==> src/rtl/settings_ctrl.sv <==
// Paint-tool settings controller: button pulses edit a staged copy of
// tool/size/color, which is committed on the final select or dropped on cancel/timeout.
module settings_ctrl #(
  parameter int TIMEOUT   = 100_000_000,
  parameter int BLINK_DIV = 25_000_000
) (
  input  logic       clk,
  input  logic       clr,
  input  logic       btn_sel,
  input  logic       btn_up,
  input  logic       btn_down,
  input  logic       btn_cancel,
  output logic       tool_on,
  output logic       size_sel,
  output logic [2:0] color,
  output logic       disp_tool,
  output logic       disp_size,
  output logic [2:0] disp_color,
  output logic [1:0] edit_field,
  output logic       blink,
  output logic       commit
);
  localparam int TW = (TIMEOUT > 1) ? $clog2(TIMEOUT) : 1;
  localparam int BW = (BLINK_DIV > 1) ? $clog2(BLINK_DIV) : 1;

  localparam logic [1:0] S_IDLE     = 2'd0;
  localparam logic [1:0] S_ED_TOOL  = 2'd1;
  localparam logic [1:0] S_ED_SIZE  = 2'd2;
  localparam logic [1:0] S_ED_COLOR = 2'd3;

  logic [1:0]    state_q, state_d;
  logic          com_tool_q, com_tool_d, com_size_q, com_size_d;
  logic [2:0]    com_color_q, com_color_d;
  logic          stg_tool_q, stg_tool_d, stg_size_q, stg_size_d;
  logic [2:0]    stg_color_q, stg_color_d;
  logic          commit_q, commit_d;
  logic          blink_q, blink_d;
  logic [TW-1:0] tcnt_q, tcnt_d;
  logic [BW-1:0] bcnt_q, bcnt_d;

  always_comb begin
    state_d     = state_q;
    com_tool_d  = com_tool_q;
    com_size_d  = com_size_q;
    com_color_d = com_color_q;
    stg_tool_d  = stg_tool_q;
    stg_size_d  = stg_size_q;
    stg_color_d = stg_color_q;
    commit_d    = 1'b0;
    blink_d     = blink_q;
    tcnt_d      = tcnt_q;
    bcnt_d      = bcnt_q;

    if (state_q == S_IDLE) begin
      stg_tool_d  = com_tool_q;
      stg_size_d  = com_size_q;
      stg_color_d = com_color_q;
      tcnt_d      = '0;
      bcnt_d      = '0;
      blink_d     = 1'b0;
      if (btn_sel) begin
        state_d = S_ED_TOOL;
        blink_d = 1'b1;
      end
    end else begin
      tcnt_d = tcnt_q + 1'b1;
      // Divider keeps running across field advances so the blink phase is continuous.
      if (bcnt_q == BW'(BLINK_DIV - 1)) begin
        bcnt_d  = '0;
        blink_d = ~blink_q;
      end else begin
        bcnt_d = bcnt_q + 1'b1;
      end

      if (btn_cancel) begin
        state_d = S_IDLE;
      end else if (btn_sel) begin
        tcnt_d = '0;
        if (state_q == S_ED_COLOR) begin
          com_tool_d  = stg_tool_q;
          com_size_d  = stg_size_q;
          com_color_d = stg_color_q;
          commit_d    = 1'b1;
          state_d     = S_IDLE;
        end else begin
          state_d = state_q + 2'd1;
        end
      end else if (btn_up || btn_down) begin
        tcnt_d = '0;
        if (btn_up != btn_down) begin
          case (state_q)
            S_ED_TOOL: stg_tool_d  = ~stg_tool_q;
            S_ED_SIZE: stg_size_d  = ~stg_size_q;
            default:   stg_color_d = btn_up ? stg_color_q + 3'd1 : stg_color_q - 3'd1;
          endcase
        end
      end else if (tcnt_q == TW'(TIMEOUT - 1)) begin
        state_d = S_IDLE;
      end

      if (state_d == S_IDLE) begin
        // Drop uncommitted edits; after a commit these equal the staged values anyway.
        stg_tool_d  = com_tool_d;
        stg_size_d  = com_size_d;
        stg_color_d = com_color_d;
        tcnt_d      = '0;
        bcnt_d      = '0;
        blink_d     = 1'b0;
      end
    end
  end

  always_ff @(posedge clk) begin
    if (clr) begin
      state_q     <= S_IDLE;
      com_tool_q  <= 1'b0;
      com_size_q  <= 1'b0;
      com_color_q <= 3'd0;
      stg_tool_q  <= 1'b0;
      stg_size_q  <= 1'b0;
      stg_color_q <= 3'd0;
      commit_q    <= 1'b0;
      blink_q     <= 1'b0;
      tcnt_q      <= '0;
      bcnt_q      <= '0;
    end else begin
      state_q     <= state_d;
      com_tool_q  <= com_tool_d;
      com_size_q  <= com_size_d;
      com_color_q <= com_color_d;
      stg_tool_q  <= stg_tool_d;
      stg_size_q  <= stg_size_d;
      stg_color_q <= stg_color_d;
      commit_q    <= commit_d;
      blink_q     <= blink_d;
      tcnt_q      <= tcnt_d;
      bcnt_q      <= bcnt_d;
    end
  end

  assign tool_on    = com_tool_q;
  assign size_sel   = com_size_q;
  assign color      = com_color_q;
  assign disp_tool  = stg_tool_q;
  assign disp_size  = stg_size_q;
  assign disp_color = stg_color_q;
  assign edit_field = state_q;
  assign blink      = blink_q;
  assign commit     = commit_q;
endmodule

==> config.mk <==
export PLATFORM = sky130hd
export DESIGN_NAME = settings_ctrl
export DESIGN_NICKNAME = d
export VERILOG_FILES = /design/src/rtl/settings_ctrl.sv
export SDC_FILE = /design/constraint.sdc
export NUM_CORES = 1
export LEC_CHECK = 0
export CELL_PAD_IN_SITES_DETAIL_PLACEMENT = 2
export CELL_PAD_IN_SITES_GLOBAL_PLACEMENT = 2
export CORE_ASPECT_RATIO = 0.5
export CORE_MARGIN = 2
export CORE_UTILIZATION = 41
export DETAILED_ROUTE_END_ITERATION = 10
export PLACE_DENSITY_LB_ADDON = 0.25
export SLEW_MARGIN = 10
export SYNTH_ARGS = -nofsm -noshare
export SYNTH_HDL_FRONTEND = slang
export SYNTH_SLANG_ARGS = --single-unit
==> constraint.sdc <==
create_clock -name clk -period 3.5 [get_ports clk]
set_input_delay 0.7 -clock clk [delete_from_list [all_inputs] [get_ports clk]]
set_output_delay 0.7 -clock clk [all_outputs]
set_load 0.05 [all_outputs]
==> flow_summary.ini, run 1 <==
[synth]
synth_edf_count = 0
synth_fa_ha_area_share_pct = 2.93
synthMuxAreaShare_pct = 0.273
yosysSeqAreaShare_pct = 36.0
synthArstFlopShare_pct = 0
ys.flop_type = dfxtp_1
yosysUniqueCellTypes = 59
synth_top_family_by_area = simple AND/OR/NAND/NOR gates
synthCells = 388
synthSimpleGateAreaFrac_pct = 34.4
synth_area_per_cell_sq_um = 9.46
ys_ff_latch = 66
syn_nets = 402
syn_area_sq_um = 3670
synth_compound_area_share_pct = 8.73
synth_xor_area_share_pct = 12.2
ys_warn_count = 0

[floorplanning]
dieArea_sq_um = 9770
initial_core_util_pct = 42.2
io_pins = 20
dieHeight_microns = 70.9
core_area_sq_um = 8710
fp.dieW_microns = 138
row_count = 24

[hold_path]
hp-class = reg -> reg
hold_depth = 1
min-delay-start = tcnt_q[0]

[clock_tree]
postCtsHoldBufs = 0
worstSkewPairLatency_ns = 0.33
cts_root_buf = clkbuf_16
cts_buffer_depth = 2
path_clk_slew_ns = 0.06
cts.sink_count = 66
cts_setup_buffers = 0
cts_tree = done
h-tree-depth = 3
ctsResizeCount = 0
numCtsBuffers = 9

[sta]
fin_hold_ws_ns = 0.478
setup_viol = 0
maxSlewHeadroom_pct = 51.1
rsz0062_at_grt = false
worstMarginPinSlew_ns = 0.734
period_needed_ns = 2.97
drv_slew = 0
fin_setup_tns_ns = 0
period_share_pct = 84.8
skew_ns = 0.00764
finalHoldViolations = 0
max_freq_mhz = 337

[critical_path]
crit_arrival_ns = 3.16
end_kind = flop
critPathBufInv = 2
worstSetupPathType = in -> reg
cp_slowest_stage_delay_ns = 0.55
cp.depth = 9
startpoint = btn_up
crit_slowest_cell = or4_4
cp-start-kind = primary input
crit_required_ns = 3.69
crit_path_cell_trace = clkdlybuf4s50_1, inv_1, ha_1, nor3b_1, nand4_1, or2_4, a21oi_4, or4_4, nor2_1
crit_family = simple AND/OR/NAND/NOR gates
r2r_start = edit_field[0]
r2r_cells = 6
cp_max_fo = 25

[pwr]
p_per_area_nw_per_um2 = 420
p_leak_nw = 1.27
ir_drop_mv = 0.247

[global_route]
grt_pass1_vias = 3255
antenna_found_initial = 0
grt_usage_pct = 22.0
overflow = 0
grt_start_max_net_pins = 28
grt_pass1_wl_microns = 16800

[detailed_routing]
drc_errors = 0
vias = 2864
post_drt_wl_per_cell_microns = 18.5
first_pass_iters = 4
drtIter0Drc = 54
via_per_inst = 5.42
drt-total-wl_microns = 9770
antenna_left = 0

[place]
gp_congestion = 0.774
io_buffer_count = 19
place_area_sq_um = 3890
dp_cells = 513
dp_hpwl_microns = 6810

[layout]
diodes = 0
fin_cells = 528
stdcell_area_sq_um = 4160
final_nets = 421
layout_common_cells = 66 x dfxtp_1, 36 x nor2_4, 33 x nor2_1
nFillCells = 937
drive_above_1_share_pct = 19.0
area_delta_synth_final_pct = 13.3
final_common_cell = dfxtp_1

[flow_run]
cap_violations = 0

[status]
status = finished, final reports clean
==> report_power, final <==
group          leakage (nW)  internal (W)  switching (W)
clock network         0.132      0.000513       0.000322
registers             0.532      0.000758      0.0000101
logic                 0.611     0.0000486      0.0000940
total                  1.27       0.00132       0.000426
==> cell type report <==
| type | instances | area (sq um) | share of cell area (%) |
|---|---|---|---|
| multi-input cells | 294 | 2150 | 51.7 |
| flip-flops and latches | 66 | 1320 | 31.8 |
| clock buffers | 13 | 260 | 6.26 |
| repair buffers | 23 | 220 | 5.29 |
| well taps | 117 | 146 | 3.52 |
| inverters | 13 | 50.0 | 1.20 |
| clock inverters | 2 | 12.5 | 0.301 |
==> path summary, 6_finish.rpt <==
path                             endpoint  slack, ns
worst max-delay path            bcnt_q[6]       0.53
worst min-delay path            tcnt_q[0]       0.48
worst max register to register  bcnt_q[6]       0.93
worst min register to register  tcnt_q[0]       0.48
==> cells by family (layout without fill, tap and decap cells) <==
family,Yosys count,in the layout
fa+ha+maj,8,8
xor+xnor,51,51
mux,1,1
simple gates,185,185
buf+inv,28,51
compound gates,49,49
flops,66,66
==> metal layers <==
metal | vias to the layer above | GRT usage, % | wire length, microns
met5 | - | 0 | 0
li1 | 1389 | - | -
met2 | 24 | 41.3 | 5120
met4 | 0 | 7.03 | 212
met3 | 23 | 5.45 | 194
met1 | 1428 | 24.5 | 4240
==> Yosys cell counts, drive strengths merged (2+ instances only) <==
cell type | instances | area (sq um)
nor2 | 75 | 567
dfxtp | 66 | 1320
xor2 | 29 | 254
nand3 | 24 | 125
xnor2 | 22 | 193
nand2 | 21 | 78.8
a21oi | 18 | 101
nand4 | 13 | 93.8
inv | 12 | 45.0
o21ai | 12 | 60.1
and3 | 10 | 77.6
nor3 | 10 | 50.1
buf | 8 | 125
nor4 | 8 | 56.3
clkbuf | 7 | 26.3
ha | 7 | 87.6
and4 | 5 | 51.3
nor3b | 3 | 22.5
o311ai | 3 | 26.3
a211oi | 2 | 15.0
a311o | 2 | 20.0
a31oi | 2 | 12.5
and2 | 2 | 12.5
nor4b | 2 | 23.8
o21bai | 2 | 15.0
or3 | 2 | 12.5
or4 | 2 | 22.5
==> state kept, by name, summed over array words and instances, names as in the netlist <==
name        count
bcnt_q         25
disp_tool       1
tcnt_q         27
disp_size       1
edit_field      2
disp_color      3
size_sel        1
color           3
tool_on         1
blink           1
commit          1
==> through the flow <==
stage,total power [W],worst slack [ns],util [%]
floorplan,0.000885,1.05,-
global placement,0.000920,0.368,44.6
detailed placement,0.000926,0.264,44.6
CTS,0.00177,0.501,47.8
global route,0.00182,0.359,47.8
finish,0.00175,0.531,47.8
Note: power is estimated with default switching activity, not from simulation.
==> run 2, diff against run 1 <==
--- a/config.mk
+++ b/config.mk
@@ -9,7 +9,7 @@
 export CELL_PAD_IN_SITES_GLOBAL_PLACEMENT = 2
 export CORE_ASPECT_RATIO = 0.5
 export CORE_MARGIN = 2
-export CORE_UTILIZATION = 41
+export CORE_UTILIZATION = 38
 export DETAILED_ROUTE_END_ITERATION = 10
 export PLACE_DENSITY_LB_ADDON = 0.25
 export SLEW_MARGIN = 10
==> constraint.sdc (replaced) <==
create_clock -name clk -period 2.8 [get_ports clk]
set_input_delay 0.56 -clock clk [delete_from_list [all_inputs] [get_ports clk]]
set_output_delay 0.56 -clock clk [all_outputs]
set_load 0.05 [all_outputs]
==> run 2 against run 1 <==
  * Sequential power grew 25%
  * Cell count grew 6.8%
  * Sequential share of layout area shrank 1.8 points
  * Via count grew 2.6%
  * Register-to-register slack lost 0.66 ns
  * Global-route usage shrank 0.86 points
  * Wire length grew 5.1%
==> flow_summary.ini, run 2 (synthesized netlist as in run 1, its figures left out) <==
[flow_run]
cap_violations = 0

[critical_path]
crit_arrival_ns = 2.80
crit_required_ns = 3.06
worstSetupPathType = reg -> reg
crit_slowest_cell = o21ai_0
crit_family = compound AO/OA/AOI/OAI gates
end_kind = flop
cp-start-kind = flop
crit_path_cell_trace = inv_1, ha_2, o21ai_0, o211ai_1, or3_1, a21oi_1
cp_slowest_stage_delay_ns = 0.58
cp_max_fo = 13
critPathBufInv = 1
startpoint = edit_field[0]
r2r_start = edit_field[0]

[detailed_routing]
drt-total-wl_microns = 10300
drtIter0Drc = 54
antenna_left = 0
post_drt_wl_per_cell_microns = 18.2
drc_errors = 0
first_pass_iters = 4
vias = 2939
via_per_inst = 5.21

[global_route]
antenna_found_initial = 0
grt_pass1_vias = 3271
grt_start_max_net_pins = 15
grt_pass1_wl_microns = 17100
overflow = 0
grt_usage_pct = 21.2

[hold_path]
min-delay-start = tcnt_q[0]
hp-class = reg -> reg

[place]
io_buffer_count = 19
dp_cells = 548
dp_hpwl_microns = 7470
gp_congestion = 0.816
place_area_sq_um = 4070

[sta]
max_freq_mhz = 395
maxSlewHeadroom_pct = 56.1
worstMarginPinSlew_ns = 0.652
setup_viol = 0
rsz0062_at_grt = false
finalHoldViolations = 0
period_needed_ns = 2.53
drv_slew = 0
skew_ns = 0.00468
period_share_pct = 90.5

[pwr]
total_power_w = 0.00239
p_per_area_nw_per_um2 = 543
ir_drop_mv = 0.286
p_leak_nw = 1.39

[floorplanning]
core_area_sq_um = 9420
dieArea_sq_um = 10500
fp.dieW_microns = 143
row_count = 25
dieHeight_microns = 73.5
initial_core_util_pct = 39.0
io_pins = 20

[layout]
nFillCells = 969
fin_cells = 564
diodes = 0
area_delta_synth_final_pct = 19.9
drive_above_1_share_pct = 23.1
largest_reg_flops = 27
stdcell_area_sq_um = 4400
largest_registers = tcnt_q: 27 flops, bcnt_q: 25 flops
largest-register = tcnt_q
final_common_cell = dfxtp_1
final_nets = 438
layout_common_cells = 66 x dfxtp_1, 36 x nor2_4, 33 x nor2_1

[status]
status = finished, final reports clean

[clock_tree]
cts_buffer_depth = 2
numCtsBuffers = 9
cts_tree = done
h-tree-depth = 3
worstSkewPairLatency_ns = 0.33
cts_root_buf = clkbuf_16
cts.sink_count = 66
path_clk_slew_ns = 0.06
[run 2: cell count changes in the layout (fill, tap and decap cells not counted), sizes merged]
cell and change:
bufinv +2, clkinvlp +1, buf +17, clkbuf -4
inv +2
[run 2: power breakdown]
part	switching, W	internal [W]	total [W]
Clock	0.000438	0.000786	0.00122
Sequential	0.0000138	0.000947	0.000961
Combinational	0.000126	0.0000801	0.000206
[run 2: layout make-up]
class / instances / area, sq um / share of cell area (%)
clock buffers: 9 / 225 / 5.12
well taps: 135 / 169 / 3.84
inverters: 13 / 50.0 / 1.14
flip-flops and latches: 66 / 1320 / 30.0
clock inverters: 7 / 101 / 2.30
repair buffers: 40 / 385 / 8.75
multi-input cells: 294 / 2150 / 48.8
[run 2: through the flow]
step / setup TNS [ns] / setup WS [ns] / hold WS, ns / util, %
finish: 0 / 0.266 / 0.490 / 46.8
floorplan: 0 / 0.348 / 0.435 / -
CTS: 0 / 0.187 / 0.499 / 46.7
detailed placement: -0.0141 / -0.0141 / 0.483 / 43.3
global placement: 0 / 0.0606 / 0.452 / 43.3
global route: 0 / 0.109 / 0.520 / 46.8
[run 2: worst paths after layout]
kind | depth (start not counted) | slack (ns) | endpoint
setup reg to reg | 6 | 0.27 | disp_size
hold / removal | 1 | 0.49 | tcnt_q[0]
setup / recovery | 6 | 0.27 | disp_size
hold reg to reg | 1 | 0.49 | tcnt_q[0]
[run 2: repair_timing]
item,CTS,global route
hold buffers,0,0
buffers inserted,0,0
endpoints found under the setup margin,0,1
gates resized for setup,0,1
[run 2: routing by layer]
layer / vias to the layer above / track usage (%) / wire [microns]
met5: - / 0 / 0
met4: 0 / 5.61 / 110
met3: 12 / 4.56 / 185
met2: 18 / 40.8 / 5580
met1: 1480 / 24.0 / 4390
li1: 1429 / - / -
